--- src/rtl/lsu_ctrl.sv ---
// Load/store sequencer between the MEM stage and a handshaked word-wide data memory.
// Optional misaligned-access trap is enabled by defining LSU_MISALIGN_TRAP_EN.
//
// state | meaning
// IDLE  | waiting for req_valid; the accepting cycle stalls the pipeline
// BUSY  | memory transaction outstanding, mem_req held until mem_ack
// DONE  | one-cycle completion pulse; pipeline advances, no new accept
module lsu_ctrl #(
  parameter int ADDR_W = 32
) (
  input  logic              clk,
  input  logic              rst,
  input  logic              req_valid,
  input  logic              req_we,
  input  logic [ADDR_W-1:0] req_addr,
  input  logic [31:0]       req_wdata,
  input  logic [2:0]        req_mode,
  output logic              stall,
  output logic              mem_req,
  output logic              mem_we,
  output logic [ADDR_W-1:0] mem_addr,
  output logic [3:0]        mem_wstrb,
  output logic [31:0]       mem_wdata,
  input  logic              mem_ack,
  input  logic [31:0]       mem_rdata,
  output logic [31:0]       rdata,
  output logic              done,
  output logic              misalign
);

  typedef enum logic [1:0] {IDLE, BUSY, DONE} state_t;

  state_t      state;
  logic [2:0]  mode_q;
  logic [1:0]  lane_q;

  logic        req_byte, req_half, req_misal;
  logic [3:0]  wstrb_n;
  logic [31:0] wdata_n;
  logic        ld_byte, ld_half, ld_signed;
  logic [31:0] shifted, ext;

  always_comb begin
    req_byte = (req_mode == 3'b001) || (req_mode == 3'b010);
    req_half = (req_mode == 3'b011) || (req_mode == 3'b100);
    wstrb_n  = 4'b1111;
    wdata_n  = req_wdata;
    if (req_byte) begin
      wstrb_n = 4'b0001 << req_addr[1:0];
      wdata_n = {4{req_wdata[7:0]}};
    end else if (req_half) begin
      wstrb_n = 4'b0011 << {req_addr[1], 1'b0};
      wdata_n = {2{req_wdata[15:0]}};
    end
    if (!req_we) wstrb_n = 4'b0000;
`ifdef LSU_MISALIGN_TRAP_EN
    req_misal = (req_half && req_addr[0]) ||
                (!req_byte && !req_half && (req_addr[1:0] != 2'b00));
`else
    req_misal = 1'b0;
`endif
  end

  // Load lane selection uses the mode/lane captured at accept time.
  always_comb begin
    ld_byte   = (mode_q == 3'b001) || (mode_q == 3'b010);
    ld_half   = (mode_q == 3'b011) || (mode_q == 3'b100);
    ld_signed = (mode_q == 3'b001) || (mode_q == 3'b011);
    shifted   = mem_rdata;
    ext       = mem_rdata;
    if (ld_byte) begin
      shifted = mem_rdata >> {lane_q, 3'b000};
      ext     = {{24{ld_signed & shifted[7]}}, shifted[7:0]};
    end else if (ld_half) begin
      shifted = mem_rdata >> {lane_q[1], 4'b0000};
      ext     = {{16{ld_signed & shifted[15]}}, shifted[15:0]};
    end
  end

  assign stall = !rst && (((state == IDLE) && req_valid) || (state == BUSY));

  always_ff @(posedge clk or posedge rst) begin
    if (rst) begin
      state     <= IDLE;
      mem_req   <= 1'b0;
      mem_we    <= 1'b0;
      mem_addr  <= '0;
      mem_wstrb <= 4'b0000;
      mem_wdata <= 32'h0;
      rdata     <= 32'h0;
      done      <= 1'b0;
      misalign  <= 1'b0;
      mode_q    <= 3'b000;
      lane_q    <= 2'b00;
    end else begin
      case (state)
        IDLE: begin
          done     <= 1'b0;
          misalign <= 1'b0;
          if (req_valid) begin
            if (req_misal) begin
              state    <= DONE;
              done     <= 1'b1;
              misalign <= 1'b1;
            end else begin
              state     <= BUSY;
              mem_req   <= 1'b1;
              mem_we    <= req_we;
              mem_addr  <= {req_addr[ADDR_W-1:2], 2'b00};
              mem_wstrb <= wstrb_n;
              mem_wdata <= wdata_n;
              mode_q    <= req_mode;
              lane_q    <= req_addr[1:0];
            end
          end
        end
        BUSY: begin
          if (mem_ack) begin
            state     <= DONE;
            done      <= 1'b1;
            mem_req   <= 1'b0;
            mem_we    <= 1'b0;
            mem_wstrb <= 4'b0000;
            if (!mem_we) rdata <= ext;
          end
        end
        DONE: begin
          state    <= IDLE;
          done     <= 1'b0;
          misalign <= 1'b0;
        end
        default: state <= IDLE;
      endcase
    end
  end

endmodule

--- config.mk ---
export PLATFORM = sky130hd
export DESIGN_NAME = lsu_ctrl
export DESIGN_NICKNAME = d
export VERILOG_FILES = /design/src/rtl/lsu_ctrl.sv
export SDC_FILE = /design/constraint.sdc
export NUM_CORES = 1
export LEC_CHECK = 0
export BUFFER_PORTS_ARGS = -buffer_cell sky130_fd_sc_hd__buf_2
export CORE_MARGIN = 3
export CORE_UTILIZATION = 50
export DETAILED_ROUTE_END_ITERATION = 12
export PLACE_DENSITY = 0.8
export SYNTH_ARGS = -nofsm -noshare
export SYNTH_HDL_FRONTEND = slang
export SYNTH_SLANG_ARGS = --single-unit
--- constraint.sdc ---
create_clock -name clk -period 3.4 [get_ports clk]
set_input_delay 0.17 -clock clk [delete_from_list [all_inputs] [get_ports clk]]
set_output_delay 0.17 -clock clk [all_outputs]
set_load 0.05 [all_outputs]
**Word level (Yosys, flattened, before mapping)**

Index checks and enable logic that the tools add are counted.

- Register bits after elaboration: 108
- Latch bits: 0
- RAM bits: 0
- ROM bits: 0
- Input port bits: 104
- Output and inout port bits: 105
- Word-level logic and storage cells: 67
- Memories kept: 0

- Add/sub/neg operators: 0
- $mul: 0
- Div/mod/pow operators: 0
- $lt $le $gt $ge: 0
- Equal/unequal tests: 12
- Shift-type cells: 4
- Multiplexer cells: 20
- Bitwise logic cells: 3
- Reduce and logical (&&, ||, !) cells: 18

Operators by type and width:

| kind | count |
|---|---|
| 32-bit 2-to-1 mux | 4 |
| 32-bit by 5-bit >> shifter with 16-bit output | 1 |
| 32-bit by 5-bit >> shifter with 8-bit output | 1 |
| 4-bit 2-to-1 mux | 5 |
| 3-bit by 2-bit equality test with 1-bit output, second input constant | 4 |
| 4-bit case mux with 2 select lines | 1 |
| 3-bit by 1-bit equality test with 1-bit output, second input constant | 2 |
| 3-bit equality test, second input constant | 2 |
| 1-bit logical OR | 6 |
| 1-bit case mux with 2 select lines | 3 |
| 2-bit AND reduction | 3 |
| 3-bit AND reduction | 2 |
| 1-bit 2-to-1 mux | 4 |
| 2-bit 2-to-1 mux | 2 |
| 2-bit inequality test, second input constant | 2 |
| 2-bit case mux with 2 select lines | 1 |
| 2-bit nonzero test | 2 |
| 1-bit by 2-bit << shifter with 4-bit output, first input constant | 1 |
| 2-bit by 2-bit << shifter with 4-bit output, first input constant | 1 |
| 1-bit AND | 2 |
| 2-bit by 1-bit equality test with 1-bit output, second input constant | 1 |
| 2-bit equality test, second input constant | 1 |
| 1-bit logical AND | 2 |
| 2-bit zero test | 1 |
| other kinds (3) | 3 |

**Depth between registers and ports, before layout**

- Depth after elaboration: 7
- Depth in mapped cells: 7
- Depth with buffers taken out: 4

**Worst setup path after synthesis**

Ideal clock, no wire load.

- Path kind: reg2reg
- From: register lane_q[0]
- To: register rdata[10]
- Setup time: 0.150 ns
- Data arrival time: 1.436 ns
- Data required time: 3.250 ns
- Path slack: 1.814 ns
- Cell stages (with the launch flop): 5
- Buffers on the path: 1
- Clock period less this slack: 1.586 ns
- Cells stage by stage: dfrtp_1 > buf_2 > mux4_2 > a21oi_2 > a41oi_1

- Cells in the longest elaborated chain, start to end: 3

RTL lines:

| what | line | text |
|---|---|---|
| start, declared | 35 | `logic [1:0] lane_q;` |
| start signal, assigned | 113 | `lane_q <= req_addr[1:0];` |
| 32-bit by 5-bit >> shifter with 8-bit output | 72 | `shifted = mem_rdata >> {lane_q, 3'b000};` |
| 1-bit AND | 73 | `ext = {{24{ld_signed & shifted[7]}}, shifted[7:0]};` |
| 32-bit 2-to-1 mux | 71 | `if (ld_byte) begin` |
| end signal, assigned | 124 | `if (!mem_we) rdata <= ext;` |
| end, declared | 26 | `output logic [31:0] rdata,` |

No other way between the ends.
A chain may end at the register's enable or synchronous reset.

**Worst setup path after layout**

- From: register state[0]
- To: register mem_wdata[10]

- Cells in the longest elaborated chain, start to end: 2

RTL lines:

| what | line | text |
|---|---|---|
| start, declared | 33 | `state_t state;` |
| start signal, assigned | 84 | `state <= IDLE;` |
| start signal, assigned | 102 | `state <= DONE;` |
| start signal, assigned | 106 | `state <= BUSY;` |
| 2-bit zero test | 96 | `case (state)` |
| 2-bit AND reduction (no line) | n/a |  |
| end signal, assigned | 111 | `mem_wdata <= wdata_n;` |
| end, declared | 23 | `output logic [31:0] mem_wdata,` |

No other way between the ends.

==> results_dict.tcl <==
set metrics [dict create \
    status "completed" \
    drv_slew 0 \
    synth_flop_cell "dfrtp_1" \
    dp.cells 914 \
    worstSetupPathType "reg -> reg" \
    cts_root_buffer "clkbuf_8" \
    drc 0 \
    fmaxAchievable_ghz 0.445 \
    worst_slew_pin_slew_ps 1220 \
    ir_drop_uv 722 \
    grt_overflow 0 \
    slew_headroom_pct 18.7 \
    fin_cells 960 \
    syn_inst 610 \
    synth_top_area_cell "dfrtp_1" \
    cts.htree.levels 3 \
    drt-initial-drc-count 460 \
    cts_tree "yes" \
    syn_area_per_cell_sq_um 9.13 \
    firstDrtPassIters 5 \
    crit_start "state[0]" \
    yosysWarnings 0 \
    r2r-start "state[0]" \
    num_vias 5551 \
    grt_pass1_vias 5681 \
    gp_congestion 0.936 \
    synth.top_cell.area_share_pct 48.5 \
    numPortBuffers 205 \
    synth_edf_count 0 \
    synthArstFlopShare_pct 100 \
    arrival_ps 2490 \
    synth_most_common_cell "nand2_1" \
    nNetsFinal 922 \
    synth_area_sq_um 5570 \
    grt_max_degree 85 \
    grt_util_met3_pct 8.04 \
    start_util_pct 52.8 \
    worstSkewPairLatency_ps 380 \
    hold_violations 0 \
    setup_violations 0 \
    grt_usage_pct 28.6 \
    wl_per_cell_um 18.7 \
    postCtsSetupBuffers 0 \
    end_kind "flip-flop" \
    antenna_found_initial 1 \
    core-area_sq_um 10600 \
    drive_above_1_share_pct 31.7 \
    dieArea_sq_um 12400 \
    worst-endpoint-required_ps 3640 \
    netlist_top_cells_count "nand2_1 (196), dfrtp_1 (108), nor2_1 (38), o21ai_0 (31)" \
    die_x_um 112 \
    post-dp-hpwl_um 12800 \
    finClkSkew_ps 11.6 \
    p_per_area_nw_per_um2 1120 \
    yosysUniqueCellTypes 58 \
    cts.sinks 108 \
    fin_crit_sh_pct 66.1 \
    postRouteAntennaNets 0 \
    synth_area_leaders "dfrtp_1 (49%), nand2_1 (13%), mux4_2 (3.6%), mux2i_1 (3.1%), o21ai_0 (2.8%)" \
    period_needed_ps 2250 \
    hp-class "in -> reg" \
    numCtsBuffers 9 \
    path_max_fanout 70 \
    ys_ff_latch 108 \
    met1_usage_pct 35.9 \
    io_pins 209 \
    rsz0062_at_grt "no" \
    top_usage_layer "met2" \
    yosysSeqAreaShare_pct 48.5 \
    tns_ps 0 \
    routed_wl_um 18000 \
    fp-row-count 37 \
    cts_buffer_depth 2 \
    cap_violations 0 \
    viasPerCell 5.78 \
    fp.dieH_um 112 \
    worst_setup_path_start_kind "flip-flop" \
    clk_pin_slew_worst_paths_ps 100 \
    use_met2_pct 46.6 \
    holdCritStartpoint "mem_ack" \
    grt_pass1_wl_um 28800 \
    p_leak_nw 3.53 \
    syn_to_final_growth_pct 27.4 \
]
==> layer usage <==
layer,vias to the layer above,wire length (um)
li1,2536,-
met1,2637,6980
met2,324,8700
met3,54,1770
met4,0,554
met5,-,0
==> logic make-up after synthesis <==
logic type	Yosys count	share of synthesized area, %
AOI/OAI and AO/OA	148	18.3
xor gates and xnor gates	4	0.629
buffers and inverters	53	4.85
DFF	108	48.5
muxes	34	8.31
other	1	0.0673
and+or+nand+nor	262	19.3
==> metrics by stage <==
stage               util (%)  hold WS [ps]  power [mW]  setup slack [ps]  instance area [sq um]
floorplan                  -           259        5.94               384                   5580
global placement        62.5           359        6.96              1320                   6590
finish                  67.2          10.8        7.95              1150                   7100
CTS                     67.2         0.626        7.93              1170                   7090
detailed placement      62.5           362        7.07              1190                   6590
global route            67.2          2.77        8.39               961                   7100
==> final cells by class <==
cell class              instances  area [sq um]
diodes                          1          2.50
clock buffers                  10           138
repair buffers                241          1370
inverters                       7          28.8
multi-input cells             451          2610
clock inverters                 6          71.3
well taps                     136           170
fillers                       840          3460
flip-flops and latches        108          2700
==> worst max-delay path, stage by stage (launching register included) <==
cell,delay [ps]
dfrtp_1,510
nand2b_1,160
or2_2,900
buf_4,360
o21ai_0,140
==> layout by cell type (no fill, tap or decap), types with 10 or more instances in the layout <==
cell	instances
buf_2	205
nand2_1	196
dfrtp_1	108
nor2_1	37
o21ai_0	31
dlygate4sd3_1	29
o22ai_1	20
a31oi_1	20
mux2i_1	17
a21oi_1	13
clkbuf_8	10
==> worst paths after layout <==
path	to	slack, ps	cells after the start
min in group asynchronous	mem_addr[16]	60	2
max	mem_wdata[10]	1150	4
max in group asynchronous	mem_wdata[6]	2430	3
min reg2reg	mem_addr[19]	480	2
max reg2reg	mem_wdata[10]	1150	4
min	state[0]	10	2
==> power by group <==
| part | leakage [nW] | total [mW] | internal (mW) | switching [mW] |
|---|---|---|---|---|
| registers | 1.31 | 2.38 | 1.90 | 0.482 |
| logic | 2.12 | 4.75 | 1.19 | 3.56 |
| clock network | 0.0991 | 0.826 | 0.366 | 0.460 |
==> flip-flops by register name (all words and copies together), names as in the netlist <==
signal,flops
done,1
lane_q,2
mem_addr,30
mem_req,1
mem_wdata,32
mem_we,1
mem_wstrb,4
mode_q,3
rdata,32
state,2
==> repair_timing <==
action | in CTS | in global routing
endpoints found under the setup margin | 0 | 0
hold buffers | 29 | 0
resized for setup | 0 | 0
hold endpoints to repair | 29 | 0
(Power assumes the default switching activity.)
